[config.mk]
export PLATFORM = sky130hd
export DESIGN_NAME = pia_bus_arbiter
export DESIGN_NICKNAME = d
export VERILOG_FILES = /design/src/rtl/pia_bus_arbiter.sv
export SDC_FILE = /design/constraint.sdc
export NUM_CORES = 1
export LEC_CHECK = 0
export ABC_CLOCK_PERIOD_IN_PS = 2400
export BUFFER_PORTS_ARGS = -buffer_cell sky130_fd_sc_hd__buf_2
export CORE_AREA = 3 3 73 75
export DETAILED_ROUTE_END_ITERATION = 10
export DIE_AREA = 0 0 76 78
export PLACE_DENSITY = 0.82
export SLEW_MARGIN = 20
export SYNTH_ARGS = -nofsm -noshare
export SYNTH_HDL_FRONTEND = slang
export SYNTH_SLANG_ARGS = --single-unit
[constraint.sdc]
create_clock -name clock -period 2.4 [get_ports clock]
set_clock_uncertainty 0.05 [all_clocks]
set_input_delay 0.48 -clock clock [delete_from_list [all_inputs] [get_ports clock]]
set_output_delay 0.48 -clock clock [all_outputs]
set_load 0.02 [all_outputs]
[src/rtl/pia_bus_arbiter.sv]
// Two-master arbiter for one mc6821 PIA register port, one single-clock cs per access.
// Latency: req -> ack in 3 cycles minimum, plus one cycle per e_sync=0 cycle in ISSUE.
// Backpressure: mX_busy high while a request is pending or in flight; strobes while busy are dropped.
// Optional macro PIA_BUS_ARBITER_LOCK_EN adds m0_lock/m1_lock to hold the bus across accesses.
module pia_bus_arbiter #(
  parameter int FIXED_PRIORITY = 0
) (
  input  logic       clock,
  input  logic       reset,
  input  logic       e_sync,
  input  logic       m0_req,
  input  logic       m0_write,
  input  logic [1:0] m0_rs,
  input  logic [7:0] m0_wdata,
  output logic       m0_busy,
  output logic       m0_ack,
  output logic [7:0] m0_rdata,
  input  logic       m1_req,
  input  logic       m1_write,
  input  logic [1:0] m1_rs,
  input  logic [7:0] m1_wdata,
  output logic       m1_busy,
  output logic       m1_ack,
  output logic [7:0] m1_rdata,
`ifdef PIA_BUS_ARBITER_LOCK_EN
  input  logic       m0_lock,
  input  logic       m1_lock,
`endif
  output logic       pia_cs,
  output logic       pia_write,
  output logic [1:0] pia_rs,
  output logic [7:0] pia_data_in,
  input  logic [7:0] pia_data_out
);

  typedef enum logic [1:0] {IDLE, ISSUE, ACK} state_t;

  state_t     state;
  logic       grant;       // master currently (or most recently) owning the PIA port
  logic       last_grant;  // round-robin history; resets to 1 so master 0 wins the first tie

  logic       p0_vld, p0_wr;
  logic [1:0] p0_rs;
  logic [7:0] p0_wd;
  logic       p1_vld, p1_wr;
  logic [1:0] p1_rs;
  logic [7:0] p1_wd;

  logic       do_grant;
  logic       grant_sel;

`ifdef PIA_BUS_ARBITER_LOCK_EN
  logic       locked;
  logic       own_lock;
  logic       own_pend;

  assign own_lock = grant ? m1_lock : m0_lock;
  assign own_pend = grant ? p1_vld : p0_vld;
`endif

  // The chip select is qualified by e_sync straight from the state register so it
  // drops the moment an asynchronous reset returns the FSM to IDLE.
  assign pia_cs  = (state == ISSUE) & e_sync;

  assign m0_ack  = (state == ACK) & ~grant;
  assign m1_ack  = (state == ACK) & grant;
  assign m0_busy = p0_vld | (~grant & (state != IDLE));
  assign m1_busy = p1_vld | (grant & (state != IDLE));

  // Grant decision in IDLE: tie-break by priority mode, overridden by an active lock.
  always_comb begin
    do_grant  = 1'b0;
    grant_sel = 1'b0;
    if (state == IDLE) begin
      if (p0_vld && p1_vld) begin
        do_grant  = 1'b1;
        grant_sel = (FIXED_PRIORITY != 0) ? 1'b0 : ~last_grant;
      end else if (p0_vld) begin
        do_grant  = 1'b1;
        grant_sel = 1'b0;
      end else if (p1_vld) begin
        do_grant  = 1'b1;
        grant_sel = 1'b1;
      end
`ifdef PIA_BUS_ARBITER_LOCK_EN
      // While locked only the owner may be served; with nothing pending we simply wait.
      if (locked && own_lock) begin
        do_grant  = own_pend;
        grant_sel = grant;
      end
`endif
    end
  end

  // Master 0 pending buffer: captured on an accepted strobe, cleared when granted.
  always_ff @(posedge clock or posedge reset) begin
    if (reset) begin
      p0_vld <= 1'b0;
      p0_wr  <= 1'b0;
      p0_rs  <= 2'd0;
      p0_wd  <= 8'd0;
    end else if (do_grant && !grant_sel) begin
      p0_vld <= 1'b0;
    end else if (m0_req && !m0_busy) begin
      p0_vld <= 1'b1;
      p0_wr  <= m0_write;
      p0_rs  <= m0_rs;
      p0_wd  <= m0_wdata;
    end
  end

  // Master 1 pending buffer: captured on an accepted strobe, cleared when granted.
  always_ff @(posedge clock or posedge reset) begin
    if (reset) begin
      p1_vld <= 1'b0;
      p1_wr  <= 1'b0;
      p1_rs  <= 2'd0;
      p1_wd  <= 8'd0;
    end else if (do_grant && grant_sel) begin
      p1_vld <= 1'b0;
    end else if (m1_req && !m1_busy) begin
      p1_vld <= 1'b1;
      p1_wr  <= m1_write;
      p1_rs  <= m1_rs;
      p1_wd  <= m1_wdata;
    end
  end

  // Access FSM: load issue registers on grant, wait for the e_sync edge, then ack for one cycle.
  always_ff @(posedge clock or posedge reset) begin
    if (reset) begin
      state       <= IDLE;
      grant       <= 1'b0;
      last_grant  <= 1'b1;
      pia_write   <= 1'b0;
      pia_rs      <= 2'd0;
      pia_data_in <= 8'd0;
      m0_rdata    <= 8'd0;
      m1_rdata    <= 8'd0;
    end else begin
      case (state)
        IDLE: begin
          if (do_grant) begin
            grant      <= grant_sel;
            last_grant <= grant_sel;
            state      <= ISSUE;
            if (grant_sel) begin
              pia_write   <= p1_wr;
              pia_rs      <= p1_rs;
              pia_data_in <= p1_wd;
            end else begin
              pia_write   <= p0_wr;
              pia_rs      <= p0_rs;
              pia_data_in <= p0_wd;
            end
          end
        end
        ISSUE: begin
          if (e_sync) begin
            if (!pia_write) begin
              if (grant) m1_rdata <= pia_data_out;
              else       m0_rdata <= pia_data_out;
            end
            state <= ACK;
          end
        end
        ACK: begin
          state <= IDLE;
        end
        default: begin
          state <= IDLE;
        end
      endcase
    end
  end

`ifdef PIA_BUS_ARBITER_LOCK_EN
  // Lock follows the owner's lock input in its ACK cycle and releases once seen low in IDLE.
  always_ff @(posedge clock or posedge reset) begin
    if (reset) begin
      locked <= 1'b0;
    end else if (state == ACK) begin
      locked <= own_lock;
    end else if (state == IDLE && locked && !own_lock) begin
      locked <= 1'b0;
    end
  end
`endif

endmodule

==> results of run 1 <==
per-layer routing:
metal	share of wire (%)	wire [um]
met4	1.4	74
met3	3.6	186
met2	52	2680
met1	43	2190
met5	0	0
logic make-up after synthesis:
| group | Yosys count |
|---|---|
| flops | 55 |
| compound gates | 42 |
| simple gates | 40 |
| mux | 27 |
| buf+inv | 40 |
cells in the mapped netlist:
cell / number / area share [%]
nand2b_1: 2 / 0.53
or2_2: 1 / 0.26
or4b_1: 1 / 0.42
dfrtp_1: 54 / 57
nor3b_1: 1 / 0.32
dfstp_2: 1 / 1.1
a21o_2: 1 / 0.37
o211ai_1: 1 / 0.32
and3b_1: 1 / 0.37
o311ai_1: 1 / 0.37
nand4b_1: 11 / 4.1
and3_1: 1 / 0.26
clkbuf_1: 12 / 1.9
clkbuf_2: 1 / 0.21
mux2_2: 27 / 13
nor4_2: 1 / 0.53
nand2_1: 3 / 0.47
a21o_1: 1 / 0.32
o21ai_0: 27 / 5.7
buf_2: 2 / 0.42
inv_1: 25 / 4.0
a21oi_1: 1 / 0.21
and3b_2: 1 / 0.42
nor2_1: 5 / 0.79
nand4_1: 11 / 2.9
o311ai_0: 10 / 3.7
nor2b_1: 1 / 0.26
worst paths after layout:
kind,cells after the start,endpoint,startpoint
min,2,p0_wd[3],reset
max,4,m0_busy,state[1]
min reg2reg,1,m0_rdata[0],m0_rdata[0]
min in group clock,2,p0_wd[4],m0_wdata[4]
max reg2reg,4,p0_wd[1],state[1]
max in group asynchronous,3,last_grant,reset
final cells by class:
class                      instances  share of cell area, %
clock buffer                       5                   2.39
inverter                          25                   3.26
sequential                        55                   47.9
multi-input combinational        109                   29.2
clock inverter                     3                  0.783
timing repair buffer              74                   13.6
tap                               67                   2.91
power by group through the flow:
stage | clock network, mW | logic, mW | registers, mW
after detailed placement | 0 | 1.81 | 1.74
after CTS | 0.529 | 1.81 | 1.72
after global placement | 0 | 1.76 | 1.70
final | 0.518 | 1.79 | 1.72
after global routing | 0.577 | 1.98 | 1.80
after floorplan | 0 | 1.02 | 1.91
registers in the layout, indices dropped and copies added (netlist names), 2 cells and up:
name and cells:
m0_rdata 8, m1_rdata 8, p0_rs 2, p0_wd 8
p1_rs 2, p1_wd 8, pia_data_in 8, pia_rs 2
state 2
metrics by stage:
step	std cells	area [um2]	util, %
3_3_place_gp	330	2790	59.0
2_1_floorplan	204	2370	-
3_5_place_dp	330	2790	59.0
5_1_grt	338	2880	60.9
6_report	338	2880	60.9
4_1_cts	338	2880	60.9
worst max-delay path, stage by stage (launching register included):
cell	delay [ns]
dfrtp_1	0.47
nor2_1	0.10
buf_4	0.19
o21ai_0	0.20
buf_2	0.21
==> results by group, run 1 <==
STA
  • Final Hold Vio Count: 0
  • Slew margin rel.: 60.1%
  • Worst slew pin tran: 0.596 ns
  • Setup violators final: 0
  • Final hold slack: 0.124 ns
  • Post-route minimum period: 1.99 ns
  • Final TNS setup: 0 ns
  • Final slew viol count: 0
  • Fmax achieved: 501 MHz
  • Worst setup margin: 0.406 ns
  • Unrepaired setup endpoints after global routing: false
  • Tcrit/Tclk final: 83.1%

Power and ir drop
  • Peak supply drop: 686 uV
  • Pwr dens: 1400 nW/um2
  • Sequential power share: 42.7%
  • Clock power frac: 12.8%
  • P_sw: 1.67 mW
  • Lkg Pwr: 1.38 nW
  • Comb pwr share: 44.5%
  • Switching portion of total power: 41.3%
  • Total power: 4.03 mW
  • Internal: 2.37 mW

Floorplanning
  • Die Wd: 76 um
  • Area of the core: 4720 um2
  • Ports: 67
  • Die ar.: 5930 um2
  • Row count: 25
  • Starting Density: 50.2%
  • Die H: 78 um

Outcome
  • Status: completed

Global routing
  • Initial antenna violation count: 0
  • GR Util met3: 4.87%
  • Most Crowded Layer GR: met2
  • Vias in the first global route: 1821
  • Tot GR Track Use: 18.5%
  • Largest net degree at the start of global routing: 25
  • First-pass GRT wire length: 8650 um
  • M2 GR Usage: 29.4%
  • Met1 Track Usage GR: 24.3%
  • Remaining Overflow, GRT: 0

Detailed routing
  • Post-route DRC: 0
  • Routed vias/inst: 5.23
  • Detailed Routing Iterations Pass 1: 5
  • DR WL/cell: 15.2 um
  • Iter 0 DRT Violations: 115
  • Post-route ant nets: 0
  • Final wirelength: 5130 um
  • Via count: 1767

CTS
  • H-Tree Depth: 2
  • Post-CTS Repair Setup Buffers: 0
  • CTS sink count: 55
  • Clock Pin Slew Worst Setup and Hold Paths: 0.10 ns
  • Hold_buf cts: 0
  • Cts bufs inserted: 5
  • CTS root buffer: clkbuf_8
  • Insertion delay to the later sink of the worst-skew pair: 0.31 ns
  • CTS tree: done
  • CTS max path bufs: 2
  • Post-cts resize count: 0

Layout
  • Most frequent cells in the layout: buf_2 (66), dfrtp_1 (54), mux2_2 (27), o21ai_0 (27), inv_1 (24)
  • Filler Cells Inserted: 410
  • Antenna Cells: 0
  • P&R area growth vs syn: 21.3%
  • Area taken by multi-input logic gates: 840 um2
  • Fin nets: 305
  • Fraction of layout cells with a size suffix above 1: 42.4%
  • Reg area: 1380 um2
  • Commonest non-fill, non-tap cell in the layout: buf_2

Run
  • Max-Cap Viols: 0

Hold path
  • Hold Crit Class: in -> async

Synth
  • Synth Cell Area: 2370 um2
  • Post-synthesis cell type count: 27
  • Ys Warns: 0
  • Simple-gate share of the synthesized area: 11.6%
  • Post-synthesis sequential area ratio: 58.1%
  • Compound-Gate Fraction of Synth Area: 11.0%
  • Seq cells post-synth: 55
  • Syn_nets: 239
  • Post-synthesis mux area share: 12.8%
  • Gate Count Post-Synth: 204
  • Post-Synth XOR/XNOR Area: 0%
  • Largest family of logic cells by synthesized area: multiplexers
  • Synth Area in Adders: 0%
  • Mean Syn Cell Area: 11.6 um2

Critical path
  • CP arrival: 1.46 ns
  • Req. time, crit path: 1.87 ns
  • Critical-path maximum fanout: 14
  • Worst reg-to-reg setup slack: 0.60 ns
  • Critical Path Source Type: flip-flop
  • CP Capture Type: output pin
  • Critical setup path kind: reg -> out

Place
  • Setup WS pre-CTS: 0.557 ns
  • IO Port Bufs: 66
  • GPL Wtd Cong: 0.797
  • Hpwl dp: 3870 um
Note: power is estimated with default switching activity, not from simulation.
==> inputs of run 2 (changes only) <==
ABC_CLOCK_PERIOD_IN_PS = 1620   (was 2400)
CORE_AREA = 3 3 76 78   (was 3 3 73 75)
DIE_AREA = 0 0 79 81   (was 0 0 76 78)
PLACE_DENSITY = 0.79   (was 0.82)
clock period = 1.62 ns   (was 2.4 ns; I/O delays follow)
==> results by group, run 2 (synthesized netlist as in run 1, its figures left out) <==
Critical path
  • Crit path launch: state[0]
  • Crit Reg-Reg Startpoint: state[1]
  • CP cell instances: buf_6 > o21ai_4 > buf_6 > nand2b_4 > buf_6
  • Levels on crit path: 5 (+1)
  • Worst reg-to-reg setup slack: -0.03 ns (-0.63 ns)
  • CP arrival: 1.33 ns (-0.13 ns)
  • Reg-to-Reg End: m1_rdata[7]
  • Critical-path maximum fanout: 5 (-9)
  • Slowest CP cell: dfrtp_1
  • Worst setup endpoint: m1_busy
  • Buf/Inv on CP: 3 (+1)
  • R2R cell count: 2 (-2)
  • Crit path top cell by count: buf_6
  • Family with the most delay on the worst path: flip-flops
  • CP Capture Type: output pin
  • Req. time, crit path: 1.25 ns (-0.62 ns)
  • CP max stage delay: 0.43 ns (-0.04 ns)
  • Critical Path Source Type: flip-flop
  • Critical setup path kind: reg -> out

Global routing
  • Remaining Overflow, GRT: 0 (unchanged)
  • Vias in the first global route: 1792 (-1.6%)
  • Largest net degree at the start of global routing: 31 (+24%)
  • First-pass GRT wire length: 8630 um (-0.16%)
  • Initial antenna violation count: 0 (unchanged)
  • Tot GR Track Use: 17.2% (-1.3 points)

CTS
  • CTS tree: done
  • CTS max path bufs: 2 (unchanged)
  • Cts bufs inserted: 5 (unchanged)
  • CTS sink count: 55 (unchanged)
  • Insertion delay to the later sink of the worst-skew pair: 0.31 ns (about the same)
  • Clock Pin Slew Worst Setup and Hold Paths: 0.09 ns (about the same)
  • CTS root buffer: clkbuf_8
  • H-Tree Depth: 2 (unchanged)

Detailed routing
  • Post-route ant nets: 0 (unchanged)
  • Via count: 1833 (+3.7%)
  • Detailed Routing Iterations Pass 1: 4 (-1)
  • Routed vias/inst: 5.12 (-2.1%)
  • Post-route DRC: 0 (unchanged)
  • Final wirelength: 5280 um (+3.1%)
  • DR WL/cell: 14.8 um (-2.7%)
  • Iter 0 DRT Violations: 96 (-17%)

Layout
  • Most frequent cells in the layout: buf_2 (62), dfrtp_1 (53), mux2_2 (27)
  • P&R area growth vs syn: 31.9%
  • Reg area: 1380 um2 (about the same)
  • Antenna Cells: 0 (unchanged)
  • Fin nets: 322 (+5.6%)
  • Design area: 3130 um2 (+8.7%)
  • Filler Cells Inserted: 441 (+7.6%)
  • Area taken by multi-input logic gates: 885 um2 (+5.4%)
  • Fraction of layout cells with a size suffix above 1: 47.2% (+4.8 points)
  • Commonest non-fill, non-tap cell in the layout: buf_2

Place
  • Dpl cell area: 2910 um2 (+4.5%)
  • IO Port Bufs: 66 (unchanged)
  • GPL Wtd Cong: 0.806 (+1.1%)
  • Hpwl dp: 3930 um (+1.7%)
  • Setup WS pre-CTS: -0.0405 ns (-0.598 ns)

STA
  • Fmax achieved: 586 MHz
  • Unrepaired setup endpoints after global routing: true
  • Post-route minimum period: 1.71 ns
  • Slew margin rel.: 72.6% (+12 points)
  • Worst slew pin tran: 0.410 ns (-0.185 ns)
  • Setup violators final: 11 (+11)
  • Worst setup margin: -0.0875 ns (-0.493 ns)
  • Final slew viol count: 0 (unchanged)
  • Tcrit/Tclk final: 105%
  • Final Hold Vio Count: 0 (unchanged)

Floorplanning
  • Die Wd: 79 um (+3.9%)
  • Area of the core: 5140 um2 (+8.8%)
  • Die H: 81 um (+3.8%)
  • Starting Density: 46.1% (-4.1 points)
  • Row count: 26 (+4.0%)
  • Die ar.: 6400 um2 (+7.9%)
  • Ports: 67 (unchanged)

Run
  • Max-Cap Viols: 0 (unchanged)

Hold path
  • Hold Crit Class: in -> reg

Power and ir drop
  • Pwr dens: 2100 nW/um2 (+50%)
  • Peak supply drop: 872 uV (+27%)
  • Lkg Pwr: 1.50 nW (+8.5%)

Outcome
  • Status: finished, violations left
  • Failing checks: setup timing
-- run 2: what timing repair did --
| action | in CTS | in global routing |
|---|---|---|
| buffers inserted | 2 | 0 |
| hold buffers | 1 | 0 |
| resized for setup | 11 | 12 |
| hold endpoints to repair | 14 | 0 |
| pin swaps | 0 | 3 |
| gates cloned | 0 | 1 |
| setup endpoints to repair | 23 | 33 |
-- run 2: power by group --
group          internal (mW)  total (mW)  switching, mW
sequential              2.09        2.46          0.377
combinational           1.46        3.20           1.74
clock                  0.461       0.904          0.443
-- run 2: cell type report --
cell class | instances | area share (%)
timing repair buffer | 90 | 18.1
sequential | 55 | 44.1
clock buffer | 5 | 2.20
clock inverter | 3 | 1.40
inverter | 25 | 3.12
tap | 70 | 2.80
multi-input combinational | 110 | 28.3
-- run 2: per-stage QoR --
stage | total power, mW | TNS, ns | std cells | util (%) | hold slack, ns
floorplan | 4.36 | -0.00177 | 204 | - | 0.348
global placement | 5.36 | -0.132 | 346 | 56.6 | 0.283
detailed placement | 5.47 | -0.378 | 346 | 56.6 | 0.294
CTS | 6.49 | -0.403 | 357 | 59.9 | 0.179
global route | 7.05 | -1.29 | 358 | 60.8 | 0.168
finish | 6.56 | -0.370 | 358 | 60.8 | 0.185
-- run 2: worst min-delay path by stage --
stage | from | slack, ns | end | depth (start not counted)
2_1_floorplan | reset | 0.35 | grant | 1
3_3_place_gp | reset | 0.28 | p1_wd[4] | 2
3_5_place_dp | reset | 0.29 | p1_wd[4] | 2
4_1_cts | e_sync | 0.18 | state[0] | 2
5_1_grt | e_sync | 0.17 | state[0] | 2
6_report | e_sync | 0.18 | state[0] | 2
-- run 2: per-layer routing --
layer	GRT usage, %	vias to the layer above	share of wire, %	wire length, um
met4	4.64	0	1.8	93
met5	0	-	0	0
met3	3.66	8	4.5	237
met2	30.6	47	54	2840
met1	21.4	885	40	2110
li1	-	893	-	-
-- run 2: worst register-to-register path, delay by kind of cell (launching register included) --
kind,cells,cell delay (ns)
flip-flops,1,0.45
AND/OR/NAND/NOR,1,0.71
multiplexers,1,0.34
==> inputs of run 3 (changes only) <==
ABC_AREA = 1   (was unset)
ABC_CLOCK_PERIOD_IN_PS = 2210   (was 1620)
CORE_AREA = 3 3 90 92   (was 3 3 76 78)
DIE_AREA = 0 0 93 95   (was 0 0 79 81)
PLACE_DENSITY = 0.62   (was 0.79)
clock period = 2.21 ns   (was 1.62 ns; I/O delays follow)
==> results by group, run 3 <==
Critical path
  • CP Capture Type: output pin
  • Critical Path Source Type: flip-flop
  • Critical setup path kind: reg -> out
  • CP arrival: 1.45 ns (+0.12 ns)
  • CP cell instances: inv_2 > nand2_2 > nand2_1 > buf_2
  • Slowest CP cell: dfrtp_1
  • CP max stage delay: 0.42 ns (about the same)
  • Req. time, crit path: 1.72 ns (+0.47 ns)
  • Critical-path maximum fanout: 13 (+8)
  • Worst reg-to-reg setup slack: 0.52 ns (+0.55 ns)

Layout
  • Area taken by multi-input logic gates: 945 um2 (+6.8%)
  • Fraction of layout cells with a size suffix above 1: 28.9% (-18 points)
  • Filler Cells Inserted: 784 (+78%)
  • Fin nets: 394 (+22%)
  • P&R area growth vs syn: 18.2%
  • Design area: 3040 um2 (-2.8%)
  • Reg area: 1380 um2 (about the same)
  • Non-Filler Instances: 459 (+28%)
  • Antenna Cells: 0 (unchanged)
  • Most frequent cells in the layout: nand2_1 (111), buf_2 (66), dfrtp_1 (54)
  • Commonest non-fill, non-tap cell in the layout: nand2_1

Detailed routing
  • Post-route ant nets: 0 (unchanged)
  • Final wirelength: 5820 um (+10%)
  • DR WL/cell: 12.7 um (-14%)
  • Post-route DRC: 0 (unchanged)
  • Routed vias/inst: 4.66 (-9.0%)
  • Detailed Routing Iterations Pass 1: 4 (unchanged)
  • Via count: 2139 (+17%)
  • Iter 0 DRT Violations: 155 (+61%)

Place
  • GPL Wtd Cong: 0.779 (-3.4%)
  • Dpl cell area: 2950 um2 (+1.3%)
  • Hpwl dp: 4300 um (+9.4%)
  • IO Port Bufs: 66 (unchanged)
  • Placed instance count: 451 (+30%)

Power and ir drop
  • Internal: 2.37 mW (-41%)
  • Switching portion of total power: 47.1% (+8.0 points)
  • Pwr dens: 1470 nW/um2 (-30%)
  • Lkg Pwr: 1.70 nW (+13%)
  • Peak supply drop: 661 uV (-24%)
  • Comb pwr share: 47.7% (-1.0 points)
  • Sequential power share: 39.6% (+2.1 points)
  • Clock power frac: 12.6% (-1.2 points)
  • P_sw: 2.11 mW (-18%)

Floorplanning
  • Die Wd: 93 um (+18%)
  • Row count: 31 (+19%)
  • Die ar.: 8840 um2 (+38%)
  • Ports: 67 (unchanged)
  • Area of the core: 7290 um2 (+42%)
  • Die H: 95 um (+17%)
  • Starting Density: 35.3% (-11 points)

Synth
  • Largest family of logic cells by synthesized area: simple AND/OR/NAND/NOR gates
  • Post-synth top area share: 52.6% (-4.4 points)
  • Synth area leader: dfrtp_1
  • Main flop type after synthesis: dfrtp_1
  • Post-Synth XOR/XNOR Area: 0% (unchanged)
  • Mean Syn Cell Area: 8.57 um2 (-26%)
  • EDFF count, synth: 0 (unchanged)
  • Compound-Gate Fraction of Synth Area: 5.30% (-5.7 points)
  • Post-synthesis sequential area ratio: 53.6% (-4.5 points)
  • Top cells by count, synth: nand2_1 (111), dfrtp_1 (54), inv_1 (34), nand4_1 (33), nand3_1 (11)
  • Synth Cell Area: 2570 um2 (+8.4%)
  • Simple-gate share of the synthesized area: 31.4% (+20 points)
  • Synth area leaders: dfrtp_1 (53%), nand2_1 (16%), nand4_1 (8.0%)
  • Syn_nets: 335 (+40%)
  • Synth Area in Adders: 0% (unchanged)
  • Ys Warns: 0 (unchanged)
  • Post-synthesis cell type count: 23 (-15%)
  • Gate Count Post-Synth: 300 (+47%)
  • Seq cells post-synth: 55 (unchanged)
  • Post-synthesis mux area share: 0% (-13 points)
  • Most common cell in the netlist: nand2_1
  • Post-synthesis async set-or-reset flop share: 100% (unchanged)

STA
  • Slew margin rel.: 67.3% (-5.3 points)
  • Final TNS setup: 0 ns (+0.370 ns)
  • Tcrit/Tclk final: 87.8%
  • Post-route minimum period: 1.94 ns
  • Worst slew pin tran: 0.490 ns (+0.0798 ns)
  • Unrepaired setup endpoints after global routing: false
  • Final slew viol count: 0 (unchanged)
  • Setup violators final: 0 (-11)
  • Final Hold Vio Count: 0 (unchanged)
  • Fmax achieved: 516 MHz

CTS
  • Clock Pin Slew Worst Setup and Hold Paths: 0.11 ns (+0.02 ns)
  • CTS sink count: 55 (unchanged)
  • Hold_buf cts: 0 (-1)
  • Cts bufs inserted: 5 (unchanged)
  • H-Tree Depth: 2 (unchanged)
  • Post-cts resize count: 0 (-11)
  • CTS max path bufs: 2 (unchanged)
  • Post-CTS Repair Setup Buffers: 0 (-2)
  • CTS root buffer: clkbuf_8
  • CTS tree: done
  • Insertion delay to the later sink of the worst-skew pair: 0.32 ns (about the same)

Global routing
  • Vias in the first global route: 2075 (+16%)
  • Tot GR Track Use: 13.9% (-3.3 points)
  • Initial antenna violation count: 0 (unchanged)
  • Remaining Overflow, GRT: 0 (unchanged)
  • Largest net degree at the start of global routing: 56 (+81%)
  • First-pass GRT wire length: 9720 um (+13%)

Hold path
  • Hold Crit Class: in -> async

Outcome
  • Status: completed

Run
  • Max-Cap Viols: 0 (unchanged)
-- run 3: cell type report --
| class | count | share of cell area (%) |
|---|---|---|
| Sequential cell | 55 | 45.3 |
| Timing Repair Buffer | 68 | 11.8 |
| Inverter | 39 | 4.82 |
| Tap cell | 99 | 4.08 |
| Multi-Input combinational cell | 190 | 31.1 |
| Clock buffer | 5 | 2.26 |
| Clock inverter | 3 | 0.659 |
-- run 3: cells by family (layout without fill, tap and decap cells) --
| group | Yosys count | count (layout) |
|---|---|---|
| and+or+nand+nor | 171 | 171 |
| DFF | 55 | 55 |
| buffers and inverters | 55 | 115 |
| AOI/OAI and AO/OA | 19 | 19 |
-- run 3: worst paths after layout --
check                                 from              to  depth (start not counted)
max in group asynchronous            reset      last_grant                          3
min in group clock                  e_sync        state[0]                          2
worst min-delay path                 reset  pia_data_in[1]                          3
worst min register to register  last_grant      last_grant                          2
worst max register to register      p1_vld       pia_rs[1]                          5
worst max-delay path                 grant         m0_busy                          4
-- run 3: per-stage QoR --
step	power, mW	utilization (%)	hold WS (ns)	worst slack (ns)
finish	4.48	41.7	0.112	0.270
global route	4.87	41.7	0.122	0.134
CTS	4.52	41.7	0.129	0.238
detailed placement	3.96	40.5	0.407	0.549
global placement	3.90	40.5	0.399	0.604
floorplan	3.41	-	0.392	0.377
-- run 3: power by group through the flow --
stage | Sequential, mW | Combinational [mW] | Clock (mW)
floorplan | 2.00 | 1.42 | 0
global placement | 1.78 | 2.12 | 0
detailed placement | 1.78 | 2.18 | 0
CTS | 1.77 | 2.18 | 0.574
global route | 1.83 | 2.42 | 0.615
finish | 1.77 | 2.14 | 0.566
-- run 3: worst max-delay path, delay by kind of cell (launching register included) --
family	cells	cell delay, ns
buf+inv	2	0.38
flops	1	0.42
simple gates	2	0.33
-- run 3: metal layers --
| metal | GRT usage, % | part of all wire, % |
|---|---|---|
| met5 | 0 | 0 |
| met4 | 3.79 | 1.0 |
| met3 | 4.14 | 7.1 |
| met1 | 18.2 | 45 |
| met2 | 22.5 | 47 |
